File: config.mk
export PLATFORM = sky130hd
export DESIGN_NAME = mic1_microsequencer
export DESIGN_NICKNAME = d
export VERILOG_FILES = /design/src/rtl/mic1_pkg.sv /design/src/rtl/mic1_next_addr.sv /design/src/rtl/mic1_microsequencer.sv
export SDC_FILE = /design/constraint.sdc
export NUM_CORES = 1
export LEC_CHECK = 0
export ABC_AREA = 1
export CAP_MARGIN = 20
export CORE_MARGIN = 2
export CORE_UTILIZATION = 29
export DETAILED_ROUTE_END_ITERATION = 7
export PLACE_DENSITY = 0.77
export SYNTH_ARGS = -nofsm -noshare
export SYNTH_HDL_FRONTEND = slang
export SYNTH_SLANG_ARGS = --single-unit
export TNS_END_PERCENT = 5
File: constraint.sdc
create_clock -name CLK -period 1.35 [get_ports CLK]
set_input_delay 0.27 -clock CLK [delete_from_list [all_inputs] [get_ports CLK]]
set_output_delay 0.27 -clock CLK [all_outputs]
set_load 0.01 [all_outputs]
File: src/rtl/mic1_pkg.sv
// Shared types, field positions and the microinstruction decoder for the
// MIC-1 microsequencer.
package mic1_pkg;

  localparam int unsigned MPC_W = 9;
  localparam int unsigned MIR_W = 36;
  localparam int unsigned MBR_W = 8;
  localparam int unsigned C_W   = 9;
  localparam int unsigned B_W   = 4;

  localparam int unsigned NA_LSB    = 27;
  localparam int unsigned JMPC_BIT  = 26;
  localparam int unsigned JAMN_BIT  = 25;
  localparam int unsigned JAMZ_BIT  = 24;
  localparam int unsigned SLL8_BIT  = 23;
  localparam int unsigned SRA1_BIT  = 22;
  localparam int unsigned F0_BIT    = 21;
  localparam int unsigned F1_BIT    = 20;
  localparam int unsigned ENA_BIT   = 19;
  localparam int unsigned ENB_BIT   = 18;
  localparam int unsigned INVA_BIT  = 17;
  localparam int unsigned INC_BIT   = 16;
  localparam int unsigned C_LSB     = 7;
  localparam int unsigned WRITE_BIT = 6;
  localparam int unsigned READ_BIT  = 5;
  localparam int unsigned FETCH_BIT = 4;
  localparam int unsigned B_LSB     = 0;

  typedef struct packed {
    logic [MPC_W-1:0] next_address;
    logic             jmpc;
    logic             jamn;
    logic             jamz;
    logic             sll8;
    logic             sra1;
    logic             f0;
    logic             f1;
    logic             ena;
    logic             enb;
    logic             inva;
    logic             inc;
    logic [C_W-1:0]   c;
    logic             mem_write;
    logic             mem_read;
    logic             mem_fetch;
    logic [B_W-1:0]   b;
  } mir_t;

  typedef enum logic [1:0] {
    BOOT = 2'd0,
    RUN  = 2'd1,
    HALT = 2'd2
  } seq_state_t;

  // Split a raw control-store word into its named fields.
  function automatic mir_t decode_mir(input logic [MIR_W-1:0] w);
    mir_t m;
    m.next_address = w[NA_LSB +: MPC_W];
    m.jmpc         = w[JMPC_BIT];
    m.jamn         = w[JAMN_BIT];
    m.jamz         = w[JAMZ_BIT];
    m.sll8         = w[SLL8_BIT];
    m.sra1         = w[SRA1_BIT];
    m.f0           = w[F0_BIT];
    m.f1           = w[F1_BIT];
    m.ena          = w[ENA_BIT];
    m.enb          = w[ENB_BIT];
    m.inva         = w[INVA_BIT];
    m.inc          = w[INC_BIT];
    m.c            = w[C_LSB +: C_W];
    m.mem_write    = w[WRITE_BIT];
    m.mem_read     = w[READ_BIT];
    m.mem_fetch    = w[FETCH_BIT];
    m.b            = w[B_LSB +: B_W];
    return m;
  endfunction

endpackage

File: src/rtl/mic1_next_addr.sv
// Next-microaddress former: NEXT_ADDRESS with MBR OR-ed into the low byte on
// JMPC and bit 8 forced by a taken JAMN/JAMZ.
module mic1_next_addr
  import mic1_pkg::*;
(
  input  mir_t             mir,
  input  logic             n_in,
  input  logic             z_in,
  input  logic [MBR_W-1:0] mbr_in,
  output logic [MPC_W-1:0] addr
);

  logic unused_mir_bits;
  assign unused_mir_bits = ^mir;

  always_comb begin
    addr = mir.next_address;
    if (mir.jmpc) begin
      addr[MBR_W-1:0] = addr[MBR_W-1:0] | mbr_in;
    end
    if ((mir.jamn && n_in) || (mir.jamz && z_in)) begin
      addr[MPC_W-1] = 1'b1;
    end
  end

endmodule

File: src/rtl/mic1_microsequencer.sv
// MIC-1 microprogram sequencer: MPC, control-store addressing, output gating,
// flag latching, stall handling and self-loop halt detection.
module mic1_microsequencer
  import mic1_pkg::*;
#(
  parameter logic [MPC_W-1:0] RESET_ADDR = 9'h000
) (
  input  logic             CLK,
  input  logic             RST,
  output logic [MPC_W-1:0] CS_ADDR,
  input  logic [MIR_W-1:0] CS_DATA,
  input  logic             N_IN,
  input  logic             Z_IN,
  input  logic [MBR_W-1:0] MBR_IN,
  input  logic             STALL,
  output logic             F0,
  output logic             F1,
  output logic             ENA,
  output logic             ENB,
  output logic             INVA,
  output logic             INC,
  output logic             SLL8,
  output logic             SRA1,
  output logic [C_W-1:0]   C_EN,
  output logic [B_W-1:0]   B_SEL,
  output logic             MEM_WRITE,
  output logic             MEM_READ,
  output logic             MEM_FETCH,
  output logic             N_Q,
  output logic             Z_Q,
  output logic             HALTED
);

  seq_state_t       state_q, state_d;
  logic [MPC_W-1:0] mpc_q, mpc_d;
  logic             n_q, n_d;
  logic             z_q, z_d;
  logic [MPC_W-1:0] next_addr;
  logic [MPC_W-1:0] cs_addr_c;
  logic             exec_c;
  logic             halt_hit_c;
  mir_t             mir;

  assign mir = decode_mir(CS_DATA);

  mic1_next_addr u_next_addr (
    .mir    (mir),
    .n_in   (N_IN),
    .z_in   (Z_IN),
    .mbr_in (MBR_IN),
    .addr   (next_addr)
  );

  // A word that jumps to its own address with no JAM bits can never leave.
  assign halt_hit_c = !mir.jmpc && !mir.jamn && !mir.jamz &&
                      (mir.next_address == mpc_q);

  always_ff @(posedge CLK) begin
    if (RST) begin
      state_q <= BOOT;
      mpc_q   <= RESET_ADDR;
      n_q     <= 1'b0;
      z_q     <= 1'b0;
    end else begin
      state_q <= state_d;
      mpc_q   <= mpc_d;
      n_q     <= n_d;
      z_q     <= z_d;
    end
  end

  always_comb begin
    state_d   = state_q;
    mpc_d     = mpc_q;
    n_d       = n_q;
    z_d       = z_q;
    exec_c    = 1'b0;
    cs_addr_c = mpc_q;
    unique case (state_q)
      BOOT: begin
        cs_addr_c = RESET_ADDR;
        mpc_d     = RESET_ADDR;
        state_d   = RUN;
      end
      RUN: begin
        if (!STALL) begin
          exec_c    = 1'b1;
          cs_addr_c = next_addr;
          mpc_d     = next_addr;
          n_d       = N_IN;
          z_d       = Z_IN;
          if (halt_hit_c) begin
            state_d = HALT;
          end
        end
      end
      HALT: begin
        state_d = HALT;
      end
      default: begin
        state_d = BOOT;
      end
    endcase
    // Reset forces the boot address onto the store this very cycle.
    if (RST) begin
      cs_addr_c = RESET_ADDR;
      exec_c    = 1'b0;
    end
  end

  // Datapath controls are live only on an executing cycle.
  always_comb begin
    SLL8      = 1'b0;
    SRA1      = 1'b0;
    F0        = 1'b0;
    F1        = 1'b0;
    ENA       = 1'b0;
    ENB       = 1'b0;
    INVA      = 1'b0;
    INC       = 1'b0;
    C_EN      = '0;
    B_SEL     = '0;
    MEM_WRITE = 1'b0;
    MEM_READ  = 1'b0;
    MEM_FETCH = 1'b0;
    if (exec_c) begin
      SLL8      = mir.sll8;
      SRA1      = mir.sra1;
      F0        = mir.f0;
      F1        = mir.f1;
      ENA       = mir.ena;
      ENB       = mir.enb;
      INVA      = mir.inva;
      INC       = mir.inc;
      C_EN      = mir.c;
      B_SEL     = mir.b;
      MEM_WRITE = mir.mem_write;
      MEM_READ  = mir.mem_read;
      MEM_FETCH = mir.mem_fetch;
    end
  end

  assign CS_ADDR = cs_addr_c;
  assign N_Q     = n_q;
  assign Z_Q     = z_q;
  assign HALTED  = (state_q == HALT);

endmodule
[Yosys cells after proc, flatten, opt, wreduce, memory -nomap -nowiden]
Cells that the tools add are included.
Word-level totals
  input port bits: 49
  RAM bits: 0
  output and inout bits: 36
  memories kept: 0
  ROM bits: 0
  register bits: 13
  bits in latches: 0
  logic and storage cells: 47
Operators by class
  shifts and indexed selects: 0
  reductions and logical operators: 12
  equal/unequal tests: 5
  div/mod/pow operators: 0
  bitwise gates (word level): 2
  add/subtract/negate cells: 0
  order comparisons: 0
  multiply operators: 0
  mux-type cells: 24
Operators by type and width (count)
  two-way mux 9 bit: 3
  case mux 9 bit (2 select lines): 1
  two-way mux 1 bit: 15
  == test 9 bit: 1
  two-way mux 8 bit: 1
  bitwise OR 8 bit: 1
  case mux 2 bit (3 select lines): 1
  logical AND 1 bit: 5
  two-way mux 2 bit: 2
  two-way mux 4 bit: 1
  != test 2 bit, second input constant: 2
  AND reduction 2 bit: 2
  zero test 1 bit: 3
  == test 2 x 1 -> 1 bit, second input constant: 1
  == test 2 bit, second input constant: 1
  zero test 2 bit: 1
  logical OR 1 bit: 1
  inverter 1 bit: 1

[Longest topological paths before layout]
  depth after elaboration: 7
  gate-level depth with buffers: 10
  gate-level depth less buffers: 10

[Hierarchy]
From an unflattened synthesis, not the netlist that was laid out.
Unflattened totals
  cells, all modules: 195
  area, all modules: 1049.8 um^2
By module, submodules not included
  mic1_microsequencer: area each 938.4 um^2, sequential area each 260.2 um^2, cells an instance 166, times used 1
  mic1_next_addr: area each 111.4 um^2, sequential area each 0.0 um^2, cells an instance 29, times used 1

[Worst setup path before layout]
No wires, ideal clock.
  path type: reg2out
  start point: reg state_q[1]
  end point: out CS_ADDR[1]
  setup slack: -225 ps
  data arrival time: 1305 ps
  cell stages (with the launch flop): 8
  path buffers: 0
  data required time: 1080 ps
  path through: dfxtp_1 > inv_1 > ha_1 > inv_1 > nor2_2 > inv_1 > nand2_2 > o32ai_1
On the way
  word-level cells in the longest chain between the ends: 3
  elaborated cells on any way between the ends: 4
  classes of those cells: eq/ne: 1; mux: 2; reduce/logical: 1
Ends and longest elaborated chain
  from (decl): RTL line mic1_microsequencer.sv:34  | seq_state_t state_q, state_d;
  from (signal assigned): RTL line mic1_microsequencer.sv:65  | state_q <= state_d;
  == test 2 x 1 -> 1 bit / zero test 2 bit (equally long branches): RTL line mic1_microsequencer.sv:79  | unique case (state_q)
  case mux 9 bit (2 select lines) (*)
  two-way mux 9 bit (*)
  to (decl): RTL line mic1_microsequencer.sv:10  | output logic [MPC_W-1:0] CS_ADDR,
Every way passes the cells marked *; elsewhere a longest branch is shown, timed or not.

[Final worst setup path]
  start point: reg state_q[1]
  end point: out CS_ADDR[2]
Same word-level chain as after synthesis.

==> flow_metrics.env <==
export IMPL_cts_tree="yes"
export IMPL_root_buffer="clkbuf_4"
export IMPL_routed_wirelength_mm=3.52
export IMPL_ys_seq_area_share_pct=26.3
export IMPL_cts_num_sinks=13
export IMPL_max_freq_mhz=525
export IMPL_wire_per_inst_um=10.6
export IMPL_crit_slowest_cell="dfxtp_2"
export IMPL_start_util_pct=29.9
export IMPL_layout_setup_ws_ns=-0.555
export IMPL_grt_start_max_net_pins=21
export IMPL_ys_warn_count=0
export IMPL_slew_headroom_pct=81.8
export IMPL_h_tree_depth=1
export IMPL_cp_arrival_ns=1.63
export IMPL_period_share_pct=141
export IMPL_via_per_inst=4.32
export IMPL_fin_total_pwr_mw=2.23
export IMPL_detail_route_iter0_violations=39
export IMPL_irDropWorstVdd_uv=453
export IMPL_worst_path_most_repeated_cell="inv_4"
export IMPL_pre_cts_slack_ns=-0.876
export IMPL_status="complete, but fails checks"
export IMPL_clk_path_buf_depth=2
export IMPL_maxCapViolCount=0
export IMPL_slew_viol_final=0
export IMPL_die_x_um=62.5
export IMPL_endpoint_kind="primary output"
export IMPL_p_per_area_mw_per_mm2=990
export IMPL_antenna_found_initial=0
export IMPL_worstSkewPairLatency_ns=0.27
export IMPL_whs_ns=0.420
export IMPL_finalNonFillerCells=333
export IMPL_io_pins=85
export IMPL_violations="negative setup slack"
export IMPL_drcViolationCount=0
export IMPL_die_area_mm2=0.00390
export IMPL_cts_made_buffers=3
export IMPL_hold_viol=0
export IMPL_fin_skew_ns=0.00233
export IMPL_crit_buf_inv=4
export IMPL_finalCriticalPeriod_ns=1.90
export IMPL_synth_area_um2=991
export IMPL_layout_drive_gt1_share_pct=43.6
export IMPL_cp_top_family="buffers and inverters"
export IMPL_hold_buffers=0
export IMPL_drtPass1Iterations=6
export IMPL_nFillCells=309
export IMPL_fin_area_mm2=0.00226
export IMPL_post_dp_cell_area_mm2=0.00231
export IMPL_place_inst=325
export IMPL_min_path_type="in -> reg"
export IMPL_synth_avg_cell_area_um2=5.93
export IMPL_required_ns=1.08
export IMPL_critPathKind="reg -> out"
export IMPL_critPathMaxFanout=6
export IMPL_critical_path_max_stage_delay_ns=0.34
export IMPL_syn_inst=167
export IMPL_finalNetCount=340
export IMPL_ant_nets=0
export IMPL_grt_pass1_vias=1474
export IMPL_rows=21
export IMPL_worstPathCellList="inv_4, ha_4, inv_4, nor2_4, nand2_4, buf_8, o32ai_4, buf_2"
export IMPL_area_growth_pct=128
export IMPL_port_buffers=84
export IMPL_core_area_mm2=0.00331
export IMPL_grt_pass1_wl_mm=6.09
export IMPL_synth_seq_cells=13
export IMPL_grt_ovfl_total=0
export IMPL_leakagePower_nw=1.14
export IMPL_via_count=1440
export IMPL_gp_congestion=0.789
export IMPL_hpwl_mm=2.88
export IMPL_syn_nets=219
export IMPL_grt_usage_pct=19.1
export IMPL_finalSetupViolCount=35
export IMPL_final_common_cell="clkdlybuf4s50_1"
export IMPL_most_common_layout_cells="clkdlybuf4s50_1 (45), inv_1 (35), buf_2 (32), buf_4 (31)"
export IMPL_path_clk_slew_ns=0.08
export IMPL_rsz0062_at_grt="yes"
export IMPL_synth_distinct_cells=19
export IMPL_die_h_um=62.5
export IMPL_start_kind="flop"
export IMPL_tightest_slew_ns=0.272
export IMPL_antenna_cells=0
[final timing paths]
kind              cells past startpoint   startpoint  slack, ns          to
hold / removal                        3  CS_DATA[31]       0.42    mpc_q[4]
setup / recovery                      8   state_q[1]      -0.55  CS_ADDR[2]
hold reg to reg                       2     mpc_q[0]       0.51    mpc_q[0]
setup reg to reg                      8   state_q[1]      -0.02    mpc_q[2]
[logic make-up after synthesis]
logic type	count (synthesis)	share of synthesized area [%]
buf+inv	46	18.6
fa+ha+maj	3	3.79
compound gates	20	13.1
flops	13	26.3
xor+xnor	6	5.30
simple gates	79	33.0
[where the power goes]
part           internal, mW  switching [mW]
sequential            0.467          0.0509
clock                 0.114           0.131
combinational         0.705           0.767
total                  1.29           0.949
[worst register-to-register path, stage by stage, from the launching register on]
cell and delay, ns:
dfxtp_2 0.34, inv_4 0.06, ha_4 0.14, inv_4 0.05, nor2_4 0.17, nand2_4 0.12
buf_8 0.17, o32ai_4 0.13, buf_4 0.15
[final cells by class]
type / instances / area [um2] / share of cell area [%]
clock buffer: 4 / 26.3 / 1.16
tap: 46 / 57.6 / 2.55
timing repair buffer: 119 / 961 / 42.6
multi-input combinational: 109 / 785 / 34.8
inverter: 42 / 165 / 7.32
sequential: 13 / 263 / 11.6
[state kept, by name, indices dropped and copies added, names as in the netlist]
name,cells
mpc_q,9
Z_Q,1
state_q,2
N_Q,1
[repair_timing]
action	in CTS	in global routing
buffers inserted	0	3
pin swaps	2	4
resized for setup	139	16
setup endpoints to repair	38	36
cloned	1	0
[routing by layer]
layer | global-route usage (%) | share of wire, % | up-vias
met5 | 0 | 0 | -
met2 | 34.4 | 50 | 64
met1 | 21.7 | 42 | 630
li1 | - | - | 742
met3 | 4.50 | 6.7 | 4
met4 | 7.22 | 1.2 | 0
[Yosys cell counts]
master	number	area, um2
nor2_4	1	11.3
a21oi_1	8	40.0
o22ai_1	3	18.8
buf_6	1	11.3
nand2_2	2	12.5
nor2_1	38	143
ha_1	3	37.5
xor2_1	3	26.3
buf_2	3	15.0
inv_2	3	11.3
o32ai_1	6	52.6
o21ai_0	2	10.0
nand3_1	4	20.0
dfxtp_1	13	260
a221oi_1	1	8.76
nor2_2	5	31.3
nand2_1	29	109
xnor2_1	3	26.3
inv_1	39	146
[metrics by stage]
step	utilization, %	setup TNS, ns
floorplan	-	-0.200
global placement	69.9	-27.31
detailed placement	69.9	-28.04
CTS	67.8	-15.95
global route	68.2	-18.75
finish	68.2	-15.60
Note: power is estimated with default switching activity, not from simulation.
